**src/rtl/if_id_pipe.sv**
```systemverilog
// IF/ID pipeline stage: a 2-entry skid buffer between fetch and decode with flush,
// NOP injection on empty slots and a fully registered in_ready_o.
module if_id_pipe #(
  parameter int unsigned      XLEN     = 32,
  parameter int unsigned      ILEN     = 32,
  parameter logic [ILEN-1:0]  NOP_INST = 32'h00000013,
  parameter logic [XLEN-1:0]  RST_PC   = '0
) (
  input  logic            clk,
  input  logic            rst,
  input  logic            flush_i,
  input  logic            in_valid_i,
  output logic            in_ready_o,
  input  logic [XLEN-1:0] pc_i,
  input  logic [ILEN-1:0] inst_i,
  input  logic            fault_i,
  output logic            out_valid_o,
  input  logic            out_ready_i,
  output logic [XLEN-1:0] pc_o,
  output logic [ILEN-1:0] inst_o,
  output logic            fault_o
);

  // Encoding is {M.valid, S.valid}, so both handshake outputs are plain register bits.
  typedef enum logic [1:0] {
    EMPTY = 2'b00,
    ONE   = 2'b10,
    FULL  = 2'b11
  } state_t;

  state_t state_q, state_d;

  logic [XLEN-1:0] m_pc, s_pc;
  logic [ILEN-1:0] m_inst, s_inst;
  logic            m_fault, s_fault;

  logic accept, drain;
  logic load_m_in, load_m_skid, clear_m;
  logic load_s_in, clear_s;

  // A beat moves on a side only in a cycle where both valid and ready are high;
  // a valid beat holds its fields stable until it is taken.
  assign in_ready_o  = ~state_q[0];
  assign out_valid_o = state_q[1];
  assign accept      = in_valid_i & in_ready_o;
  assign drain       = out_valid_o & out_ready_i;

  assign pc_o    = m_pc;
  assign inst_o  = m_inst;
  assign fault_o = m_fault;

  always_comb begin
    state_d     = state_q;
    load_m_in   = 1'b0;
    load_m_skid = 1'b0;
    clear_m     = 1'b0;
    load_s_in   = 1'b0;
    clear_s     = 1'b0;
    if (flush_i) begin
      state_d = EMPTY;
      clear_m = 1'b1;
      clear_s = 1'b1;
    end else begin
      case (state_q)
        EMPTY: begin
          if (accept) begin
            state_d   = ONE;
            load_m_in = 1'b1;
          end
        end
        ONE: begin
          if (accept && drain) begin
            load_m_in = 1'b1;
          end else if (accept) begin
            state_d   = FULL;
            load_s_in = 1'b1;
          end else if (drain) begin
            state_d = EMPTY;
            clear_m = 1'b1;
          end
        end
        FULL: begin
          if (drain) begin
            state_d     = ONE;
            load_m_skid = 1'b1;
            clear_s     = 1'b1;
          end
        end
        default: begin
          state_d = EMPTY;
          clear_m = 1'b1;
          clear_s = 1'b1;
        end
      endcase
    end
  end

  always_ff @(posedge clk) begin
    if (rst) begin
      state_q <= EMPTY;
      m_pc    <= RST_PC;
      m_inst  <= NOP_INST;
      m_fault <= 1'b0;
      s_pc    <= RST_PC;
      s_inst  <= NOP_INST;
      s_fault <= 1'b0;
    end else begin
      state_q <= state_d;
      if (clear_m) begin
        m_pc    <= RST_PC;
        m_inst  <= NOP_INST;
        m_fault <= 1'b0;
      end else if (load_m_in) begin
        m_pc    <= pc_i;
        m_inst  <= inst_i;
        m_fault <= fault_i;
      end else if (load_m_skid) begin
        m_pc    <= s_pc;
        m_inst  <= s_inst;
        m_fault <= s_fault;
      end
      if (clear_s) begin
        s_pc    <= RST_PC;
        s_inst  <= NOP_INST;
        s_fault <= 1'b0;
      end else if (load_s_in) begin
        s_pc    <= pc_i;
        s_inst  <= inst_i;
        s_fault <= fault_i;
      end
    end
  end

endmodule

```
**config.mk**
```make
export PLATFORM = sky130hd
export DESIGN_NAME = if_id_pipe
export DESIGN_NICKNAME = d
export VERILOG_FILES = /design/src/rtl/if_id_pipe.sv
export SDC_FILE = /design/constraint.sdc
export NUM_CORES = 1
export LEC_CHECK = 0
export ABC_AREA = 1
export ABC_CLOCK_PERIOD_IN_PS = 1950
export CORE_UTILIZATION = 50
export DETAILED_ROUTE_END_ITERATION = 16
export DONT_BUFFER_PORTS = 1
export GPL_ROUTABILITY_DRIVEN = 0
export MAX_ROUTING_LAYER = met4
export RECOVER_POWER = 100
export SETUP_SLACK_MARGIN = 0.4
export SYNTH_ARGS = -nofsm -noshare
export SYNTH_HDL_FRONTEND = slang
export SYNTH_SLANG_ARGS = --single-unit
```
**constraint.sdc**
```tcl
create_clock -name clk -period 1.95 [get_ports clk]
set_input_delay 0 -clock clk [delete_from_list [all_inputs] [get_ports clk]]
set_output_delay 0 -clock clk [all_outputs]
set_load 0.03 [all_outputs]
```
==> summary.md, run 1 <==
| Metric | Value |
|---|---|
| Sw power | 1.75 mW |
| Sink Count | 132 |
| Initial antenna violation count | 0 |
| Synth top area cells | dfxtp_1 (46%), nand2_1 (18%), a21oi_1 (11%) |
| Reg area | 2650 µm² |
| Share of layout cells above drive strength 1 | 11.4% |
| Largest delay contributor family on the critical path | buffers and inverters |
| Post-synth net total | 895 |
| Status | finished clean |
| Final setup viols | 0 |
| Tightest Pin Transition | 0.531 ns |
| Most frequent cells in the layout | nand2_1 (274), dfxtp_1 (130), a21oi_1 (127), dlygate4sd3_1 (69), nand3_1 (68) |
| Synth warn | 0 |
| Fin nets | 976 |
| Worst Path Max Fanout | 24 |
| Final Hold Fails | 0 |
| Global-route wire length before repair | 25.2 mm |
| Core Region | 11000 µm² |
| #FFs+latches synth | 132 |
| Sequential fraction of the synthesis area | 46.1% |
| TritonCTS Buffers | 17 |
| Worst path cell trace | inv_8 > ha_4 > nand4_1 > buf_4 > clkinv_4 > clkbuf_4 > o21ai_0 > a21oi_1 |
| Area Overhead vs Synth | 37.2% |
| Fmax | 577 MHz |
| Vias post-DR | 5917 |
| CP peak stage delay | 0.37 ns |
| Slew headroom | 64.5% |
| Initial DRC Count | 507 |
| Internal Power | 5.08 mW |
| Min Hold Slack | 0.0392 ns |
| Die ar. | 11900 µm² |
| FILL cells | 865 |
| Total Power | 6.83 mW |
| Number of cell rows | 38 |
| Clock network latency to the later pin of the worst-skew pair | 0.42 ns |
| Req. time, crit path | 2.28 ns |
| Vias/cell | 5.61 |
| Minimum clock period | 1.73 ns |
| Logic pwr share | 11.9% |
| Largest net degree at the start of global routing | 48 |
| Placement Cell Area | 5810 µm² |
| Root Buffer | clkbuf_16 |
| Commonest non-fill, non-tap cell in the layout | nand2_1 |
| Initial Util | 52.1% |
| Leakage | 3.47 nW |
| CP arrival | 2.06 ns |
| RSZ-0062 raised after global routing | yes |
| Netlist Area Pre-Place | 5730 µm² |
| Worst path bufs/invs | 4 |
| Clock buffer depth | 2 |
| Crit-path slowest cell | dfxtp_4 |
| Drt first pass iters | 6 |
| Critical path capture point type | flop |
| Critical Path Start Type | flop |
| Number of port buffers | 0 |
| Hpwl dp | 8.90 mm |
| Sequential share of power | 42.3% |
| Worst setup path category | reg2reg |
| Vias in the first global route | 5398 |
| Switching Fraction | 25.7% |
| I/O pins | 137 |
| Clock power share | 45.7% |
| Design Area, Final | 7860 µm² |
| Synth Instances | 821 |
| Final WL | 19.3 mm |
| Die Y | 109 µm |
| Gr usage total | 28.2% |
| Power Dens Cells | 869 nW/µm² |
| Setup TNS | 0 ns |
| Max Slew Vio Count | 0 |
| H-tree levels | 4 |
| Avg Inst Size Synth | 6.98 µm² |
| Chip width | 109 µm |
| Drt drc | 0 |
| Period utilization | 88.8% |
| Max cap viols | 0 |
| Area occupied by multi-input gates | 2580 µm² |
| IR drop worst, VDD | 0.585 mV |
| Hold WC Path Type | in2reg |
| WL/cell | 18.3 µm |
| CTS tree | done |
| Worst Skew | 0.00827 ns |
| Synth area leader | dfxtp_1 |
| Post-route ant nets | 0 |
| Synth top area share | 46.1% |
| # diodes | 0 |
| Synth cell types | 24 |
| Overflow after GRT | 0 |
| CTS clk-pin slew, worst paths | 0.06 ns |
==> Yosys cell counts <==
cell type  count
nand3_2        1
ha_1           4
clkbuf_2       1
a21boi_0       1
o211ai_1       1
o21ai_0       57
nor3_1         1
nor2_1         4
o21ai_1        8
buf_2         34
clkbuf_1      16
inv_1         68
nor2_2         1
nand3_1       69
dfxtp_1      132
buf_6          3
buf_4          7
a21oi_1      128
nand2_1      276
nand4_1        1
nand2_2        3
nand2_4        1
inv_2          3
nor2_4         1
==> logic make-up after synthesis <==
family / after synthesis / share of synthesized area, %
adders and majority gates: 4 / 0.874
AOI/OAI and AO/OA: 195 / 17.1
and+or+nand+nor: 358 / 25.6
DFF: 132 / 46.1
buffers and inverters: 132 / 10.3
==> stage by stage <==
stage	worst slack [ns]	instances	utilization, %
6_report	0.218	1055	71.5
5_1_grt	0.153	1055	71.5
4_1_cts	0.377	1029	67.0
3_5_place_dp	0.0856	917	52.9
3_3_place_gp	0.162	917	52.9
2_1_floorplan	0.395	821	-
==> metal layers <==
metal	track usage [%]	vias to the layer above	part of all wire (%)
li1	-	2804	-
met1	31.9	2744	38
met2	48.0	318	50
met3	6.87	51	8.7
met4	10.6	0	3.2
met5	-	-	0
==> power groups by stage <==
stage	logic, mW	registers (mW)	clock network (mW)
finish	0.815	2.89	3.12
CTS	0.684	2.89	3.16
detailed placement	0.491	2.95	0
global route	0.873	2.90	3.27
floorplan	0.368	2.94	0
global placement	0.478	2.95	0
==> worst register-to-register path, delay by kind of cell (launching register included) <==
kind	cells	cell delay (ns)
buffers and inverters	4	0.73
flip-flops	1	0.37
AO/OA/AOI/OAI	2	0.28
adder cells (fa/ha/maj)	1	0.18
AND/OR/NAND/NOR	1	0.08
==> cell type report <==
class                      count  share of cell area (%)
sequential                   132                    33.7
timing repair inverter         1                  0.0796
multi-input combinational    557                    32.8
clock buffer                  24                    6.53
clock inverter                 8                   0.908
timing repair buffer         122                    20.1
tap                          140                    2.23
inverter                      71                    3.62
==> state kept, by name, summed over array words and instances (netlist names) <==
register / cells
s_fault: 1
s_pc: 32
state_q: 2
s_inst: 32
fault_o: 1
inst_o: 32
pc_o: 32
==> final timing paths <==
kind | slack, ns | startpoint | end | cells past startpoint
setup / recovery | 0.22 | state_q[0]$_SDFFE_PP0P_ | s_inst[17]$_SDFFE_PP0P_ | 8
hold / removal | 0.04 | in_valid_i | state_q[1]$_SDFFE_PP0P_ | 6
hold reg to reg | 0.48 | s_inst[1]$_SDFFE_PP1P_ | s_inst[1]$_SDFFE_PP1P_ | 2
setup reg to reg | 0.22 | state_q[0]$_SDFFE_PP0P_ | s_inst[17]$_SDFFE_PP0P_ | 8
==> timing repair <==
action                     in CTS  in global routing
resized for setup              27                 34
setup endpoints to repair     130                130
gates cloned                    3                 21
pin swaps                       4                  3
setup buffers                   8                  5
hold endpoints to repair      132                  0
hold buffers                   69                  0
No activity file was read; power rests on OpenSTA's default activity.
==> run 2: changes to the inputs <==
==> constraint.sdc (replaced) <==
create_clock -name clk -period 1.95 [get_ports clk]
set_input_delay 0.195 -clock clk [delete_from_list [all_inputs] [get_ports clk]]
set_output_delay 0.195 -clock clk [all_outputs]
set_load 0.03 [all_outputs]
==> summary.md, run 2 (same netlist as run 1, synthesis figures left out) <==
| Metric | Value |
|---|---|
| CTS tree | done (unchanged) |
| Setup TNS | 0 ns (unchanged) |
| Initial antenna violation count | 0 (unchanged) |
| Power Dens Cells | 825 nW/µm² (was 869 nW/µm²) |
| Minimum clock period | 1.74 ns (was 1.73 ns) |
| Drt drc | 0 (unchanged) |
| Initial Util | 52.1% (unchanged) |
| CTS clk-pin slew, worst paths | 0.05 ns (was 0.06 ns) |
| Chip width | 109 µm (unchanged) |
| Switching Fraction | 25.6% (was 25.7%) |
| Status | finished clean (unchanged) |
| Logic pwr share | 12.5% (was 11.9%) |
| Most frequent cells in the layout | nand2_1 (267), dfxtp_1 (130), a21oi_1 (117), nand3_1 (68), dlygate4sd3_1 (67) (was nand2_1 (274), dfxtp_1 (130), a21oi_1 (127), dlygate4sd3_1 (69), nand3_1 (68)) |
| Final Hold Fails | 0 (unchanged) |
| Sw power | 1.71 mW (was 1.75 mW) |
| Number of cell rows | 38 (unchanged) |
| Hold Crit Depth | 4 (was 6) |
| H-tree levels | 4 (unchanged) |
| Vias post-DR | 5867 (was 5917) |
| Drt first pass iters | 6 (unchanged) |
| Placement Cell Area | 5820 µm² (was 5810 µm²) |
| Fmax | 574 MHz (was 577 MHz) |
| Gr usage total | 28.8% (was 28.2%) |
| Largest delay contributor family on the critical path | simple AND/OR/NAND/NOR gates (was buffers and inverters) |
| Final setup viols | 0 (unchanged) |
| Fin nets | 982 (was 976) |
| TritonCTS Buffers | 17 (unchanged) |
| # diodes | 0 (unchanged) |
| Min-delay src | in_valid_i (unchanged) |
| Worst Path Max Fanout | 6 (was 24) |
| Root Buffer | clkbuf_16 (unchanged) |
| IR drop worst, VDD | 0.606 mV (was 0.585 mV) |
| Max Slew Vio Count | 0 (unchanged) |
| Hold WC Path Type | in2reg (unchanged) |
| Critical path capture point type | flop (unchanged) |
| R2R depth | 9 (was 8) |
| I/O pins | 137 (unchanged) |
| Final WL | 18.9 mm (was 19.3 mm) |
| Core Region | 11000 µm² (unchanged) |
| Vias/cell | 5.53 (was 5.61) |
| Worst setup path category | reg2reg (unchanged) |
| Vias in the first global route | 5351 (was 5398) |
| Share of layout cells above drive strength 1 | 14.0% (was 11.4%) |
| Clock buffer depth | 2 (unchanged) |
| Tightest Pin Transition | 0.410 ns (was 0.531 ns) |
| Hpwl dp | 8.82 mm (was 8.90 mm) |
| Initial DRC Count | 456 (was 507) |
| Worst Skew | 0.00730 ns (was 0.00827 ns) |
| CP peak stage delay | 0.40 ns (was 0.37 ns) |
| Clock network latency to the later pin of the worst-skew pair | 0.42 ns (about the same) |
| Design Area, Final | 8080 µm² (was 7860 µm²) |
| Sink Count | 132 (unchanged) |
| CP arrival | 2.08 ns (was 2.06 ns) |
| Worst path cell trace | inv_8 > ha_4 > nand3_4 > nand3_1 > nand2_8 > buf_12 > buf_16 > nand2_1 > a21oi_1 (was inv_8 > ha_4 > nand4_1 > buf_4 > clkinv_4 > clkbuf_4 > o21ai_0 > a21oi_1) |
| Req. time, crit path | 2.29 ns (was 2.28 ns) |
| R2r endpoint | pc_o[26]$_SDFFE_PP0P_ (was s_inst[17]$_SDFFE_PP0P_) |
| Sequential share of power | 43.4% (was 42.3%) |
| Slew headroom | 72.6% (was 64.5%) |
| Period utilization | 89.3% (was 88.8%) |
| Die ar. | 11900 µm² (unchanged) |
| Global-route wire length before repair | 25.4 mm (was 25.2 mm) |
| Reg2reg setup slack | 0.21 ns (was 0.22 ns) |
| WHS Endpoint | state_q[0]$_SDFFE_PP0P_ (was state_q[1]$_SDFFE_PP0P_) |
| WL/cell | 17.9 µm (was 18.3 µm) |
| Die Y | 109 µm (unchanged) |
| Max cap viols | 0 (unchanged) |
| Internal Power | 4.95 mW (was 5.08 mW) |
| Leakage | 3.54 nW (was 3.47 nW) |
| Clock power share | 44.1% (was 45.7%) |
| Critical Path Start Type | flop (unchanged) |
| Critical R2R Launch | state_q[0]$_SDFFE_PP0P_ (unchanged) |
| Largest net degree at the start of global routing | 48 (unchanged) |
| Post-route ant nets | 0 (unchanged) |
| Worst path bufs/invs | 3 (was 4) |
| Commonest non-fill, non-tap cell in the layout | nand2_1 (unchanged) |
| Crit-path slowest cell | dfxtp_4 (unchanged) |
| Overflow after GRT | 0 (unchanged) |
| Number of port buffers | 0 (unchanged) |
| Area Overhead vs Synth | 41.1% (was 37.2%) |
| RSZ-0062 raised after global routing | yes (unchanged) |
run 2: layer usage:
| layer | part of all wire (%) | GRT usage, % | vias to the layer above |
|---|---|---|---|
| li1 | - | - | 2813 |
| met1 | 38 | 33.8 | 2707 |
| met2 | 50 | 48.0 | 308 |
| met3 | 8.6 | 6.22 | 39 |
| met4 | 2.6 | 10.9 | 0 |
| met5 | 0 | - | - |
run 2: power groups by stage:
stage	clock network (mW)	registers [mW]	logic, mW
after detailed placement	0	2.95	0.491
after global placement	0	2.95	0.480
final	2.94	2.89	0.834
after CTS	2.96	2.89	0.710
after global routing	3.08	2.90	0.895
after floorplan	0	2.94	0.368
run 2: layout make-up:
class,instances,area (µm²)
Clock inverter,3,16.3
Timing Repair Buffer,128,1730
Clock buffer,28,527
Sequential cell,132,2650
Tap cell,140,175
Multi-Input combinational cell,557,2680
Inverter,71,293
Fill cell,851,2910
Timing Repair inverter,1,8.76
run 2: how the worst max path moves through the flow:
| stage | slack [ns] | from | end | cells past startpoint |
|---|---|---|---|---|
| 3_3_place_gp | 0.16 | state_q[0]$_SDFFE_PP0P_ | inst_o[15]$_SDFFE_PP0P_ | 8 |
| 3_5_place_dp | 0.10 | state_q[0]$_SDFFE_PP0P_ | inst_o[15]$_SDFFE_PP0P_ | 8 |
| 2_1_floorplan | 0.39 | state_q[0]$_SDFFE_PP0P_ | inst_o[0]$_SDFFE_PP1P_ | 9 |
| 6_report | 0.21 | state_q[0]$_SDFFE_PP0P_ | pc_o[26]$_SDFFE_PP0P_ | 9 |
| 4_1_cts | 0.37 | state_q[0]$_SDFFE_PP0P_ | inst_o[4]$_SDFFE_PP1P_ | 9 |
| 5_1_grt | 0.15 | state_q[0]$_SDFFE_PP0P_ | pc_o[6]$_SDFFE_PP0P_ | 8 |
run 2: per-stage QoR:
step           setup WS (ns)  hold WS (ns)  total power, mW  utilization, %  cells
3_5_place_dp           0.101         0.321             3.44            53.0    918
4_1_cts                0.370         0.121             6.56            67.5   1030
5_1_grt                0.154         0.182             6.87            73.5   1060
2_1_floorplan          0.395         0.308             3.31               -    821
3_3_place_gp           0.158         0.314             3.43            53.0    918
6_report               0.209         0.132             6.66            73.5   1060
run 2: worst register-to-register path, delay by kind of cell, from the launching register on:
family / cells / cell delay (ns)
buf+inv: 3 / 0.32
flops: 1 / 0.40
compound gates: 1 / 0.19
fa+ha+maj: 1 / 0.18
simple gates: 4 / 0.58
run 2: timing repair:
item	in CTS	in global routing
hold buffers	67	0
endpoints found under the hold margin	69	0
endpoints found under the setup margin	130	129
pin swaps	4	15
resized for setup	35	85
setup buffers	9	10
cloned	5	20
==> run 3: changes to the inputs <==
--- a/config.mk
+++ b/config.mk
@@ -8,6 +8,7 @@
 export ABC_AREA = 1
 export ABC_CLOCK_PERIOD_IN_PS = 1950
 export CORE_UTILIZATION = 50
+export CTS_BUF_LIST = sky130_fd_sc_hd__clkbuf_16
 export DETAILED_ROUTE_END_ITERATION = 16
 export DONT_BUFFER_PORTS = 1
 export GPL_ROUTABILITY_DRIVEN = 0
==> summary.md, run 3 (same netlist as run 1, synthesis figures left out) <==
| Metric | Value |
|---|---|
| Core Util, Final | 70.8% (was 73.5%) |
| Hold WC Path Type | in2reg (unchanged) |
| Sink Count | 132 (unchanged) |
| CTS tree | done (unchanged) |
| Commonest non-fill, non-tap cell in the layout | nand2_1 (unchanged) |
| Gr usage total | 28.7% (was 28.8%) |
| Fin nets | 975 (was 982) |
| Global-route wire length before repair | 25.4 mm (about the same) |
| CP arrival | 2.06 ns (was 2.08 ns) |
| Clock network latency to the later pin of the worst-skew pair | 0.42 ns (about the same) |
| IR drop worst, VDD | 0.646 mV (was 0.606 mV) |
| Share of layout cells above drive strength 1 | 11.5% (was 14.0%) |
| CTS clk-pin slew, worst paths | 0.06 ns (was 0.05 ns) |
| Power Dens Cells | 817 nW/µm² (was 825 nW/µm²) |
| I/O pins | 137 (unchanged) |
| Period utilization | 87.7% (was 89.3%) |
| Largest net degree at the start of global routing | 48 (unchanged) |
| Initial antenna violation count | 0 (unchanged) |
| Area Overhead vs Synth | 35.8% (was 41.1%) |
| Die Y | 109 µm (unchanged) |
| Hpwl dp | 8.82 mm (unchanged) |
| TritonCTS Buffers | 17 (unchanged) |
| Vias in the first global route | 5311 (was 5351) |
| Max Slew Vio Count | 0 (unchanged) |
| Sw power | 1.69 mW (was 1.71 mW) |
| Final non-filler cell total | 1053 (was 1060) |
| Design Area, Final | 7780 µm² (was 8080 µm²) |
| Clock buffer depth | 2 (unchanged) |
| Clock power share | 42.0% (was 44.1%) |
| WL/cell | 17.4 µm (was 17.9 µm) |
| Initial Util | 52.1% (unchanged) |
| Leakage | 3.46 nW (was 3.54 nW) |
| Placed Cells | 918 (unchanged) |
| Final WL | 18.4 mm (was 18.9 mm) |
| Req. time, crit path | 2.30 ns (was 2.29 ns) |
| Drt drc | 0 (unchanged) |
| Critical path capture point type | flop (unchanged) |
| Number of cell rows | 38 (unchanged) |
| Critical Path Start Type | flop (unchanged) |
| Overflow after GRT | 0 (unchanged) |
| Core Region | 11000 µm² (unchanged) |
| Worst path cell trace | inv_8 > ha_4 > nand4_1 > bufinv_8 > clkbuf_2 > o21ai_0 > a21oi_1 (was inv_8 > ha_4 > nand3_4 > nand3_1 > nand2_8 > buf_12 > buf_16 > nand2_1 > a21oi_1) |
| Die ar. | 11900 µm² (unchanged) |
| Minimum clock period | 1.71 ns (was 1.74 ns) |
| H-tree levels | 4 (unchanged) |
| Worst Skew | 0.00816 ns (was 0.00730 ns) |
| Most frequent cells in the layout | nand2_1 (270), dfxtp_1 (130), a21oi_1 (124), inv_1 (70), nand3_1 (68) (was nand2_1 (267), dfxtp_1 (130), a21oi_1 (117), nand3_1 (68), dlygate4sd3_1 (67)) |
| Switching Fraction | 26.6% (was 25.6%) |
| Placement Cell Area | 5820 µm² (unchanged) |
| Logic pwr share | 12.5% (about the same) |
| Final setup viols | 0 (unchanged) |
| Drt first pass iters | 5 (was 6) |
| Largest delay contributor family on the critical path | buffers and inverters (was simple AND/OR/NAND/NOR gates) |
| # diodes | 0 (unchanged) |
| Tightest Pin Transition | 0.401 ns (was 0.410 ns) |
| Sequential share of power | 45.6% (was 43.4%) |
| Worst path bufs/invs | 3 (unchanged) |
| Vias post-DR | 5802 (was 5867) |
| RSZ-0062 raised after global routing | yes (unchanged) |
| Worst Path Max Fanout | 11 (was 6) |
| Initial DRC Count | 486 (was 456) |
| Max cap viols | 0 (unchanged) |
| Post-route ant nets | 0 (unchanged) |
| Chip width | 109 µm (unchanged) |
| Status | finished clean (unchanged) |
| Crit-path slowest cell | dfxtp_4 (unchanged) |
| Number of port buffers | 0 (unchanged) |
| Root Buffer | clkbuf_16 (unchanged) |
| Vias/cell | 5.51 (was 5.53) |
| Internal Power | 4.66 mW (was 4.95 mW) |
| CP peak stage delay | 0.37 ns (was 0.40 ns) |
| Slew headroom | 73.2% (was 72.6%) |
| Final Hold Fails | 0 (unchanged) |
| Setup TNS | 0 ns (unchanged) |
| Worst setup path category | reg2reg (unchanged) |
| Fmax | 585 MHz (was 574 MHz) |
## run 3: cell types whose count changed in the layout (fill, tap and decap cells not counted), sizes merged
cell    previous run  this run
clkbuf            45        31
clkinv             2         8
inv               72        77
buf               43        40
bufbuf             1         0
## run 3: repair_timing
action | in CTS | in global routing
endpoints found under the setup margin | 130 | 130
hold buffers | 67 | 0
pin swaps | 4 | 6
resized for setup | 35 | 71
gates cloned | 5 | 16
endpoints found under the hold margin | 69 | 0
setup buffers | 9 | 7
## run 3: area by class of cell
type / instances / area (µm²)
well taps: 140 / 175
inverters: 71 / 290
fillers: 896 / 3210
clock buffers: 17 / 425
multi-input cells: 557 / 2630
repair inverters: 1 / 11.3
repair buffers: 121 / 1540
clock inverters: 14 / 57.6
flip-flops and latches: 132 / 2650
## run 3: per-stage QoR
stage / power (mW) / setup WS, ns / hold WS (ns)
floorplan: 3.31 / 0.395 / 0.308
global placement: 3.43 / 0.158 / 0.314
detailed placement: 3.44 / 0.101 / 0.321
CTS: 6.29 / 0.375 / 0.122
global route: 6.56 / 0.136 / 0.183
finish: 6.35 / 0.241 / 0.145
## run 3: final timing paths
check | start | to | slack (ns) | cells past startpoint
worst min register to register | s_inst[1]$_SDFFE_PP1P_ | s_inst[1]$_SDFFE_PP1P_ | 0.47 | 2
worst max-delay path | state_q[0]$_SDFFE_PP0P_ | s_inst[15]$_SDFFE_PP0P_ | 0.24 | 7
worst max register to register | state_q[0]$_SDFFE_PP0P_ | s_inst[15]$_SDFFE_PP0P_ | 0.24 | 7
worst min-delay path | in_valid_i | state_q[0]$_SDFFE_PP0P_ | 0.14 | 4
## run 3: per-layer routing
| layer | vias to the layer above | wire length (µm) | track usage (%) |
|---|---|---|---|
| met3 | 37 | 1350 | 5.86 |
| li1 | 2806 | - | - |
| met4 | 0 | 439 | 10.4 |
| met2 | 270 | 9200 | 48.6 |
| met1 | 2689 | 7380 | 33.6 |
| met5 | - | 0 | - |
## run 3: worst register-to-register path: stages (launching register included)
cell and delay, ns:
dfxtp_4 0.37, inv_8 0.09, ha_4 0.18, nand4_1 0.14, bufinv_8 0.28, clkbuf_2 0.31, o21ai_0 0.15, a21oi_1 0.13
## run 3: power by group through the flow
stage	Combinational (mW)	Sequential [mW]	Clock, mW
final	0.792	2.89	2.67
after global routing	0.853	2.90	2.81
after CTS	0.705	2.89	2.69
after detailed placement	0.491	2.95	0
after global placement	0.480	2.95	0
after floorplan	0.368	2.94	0
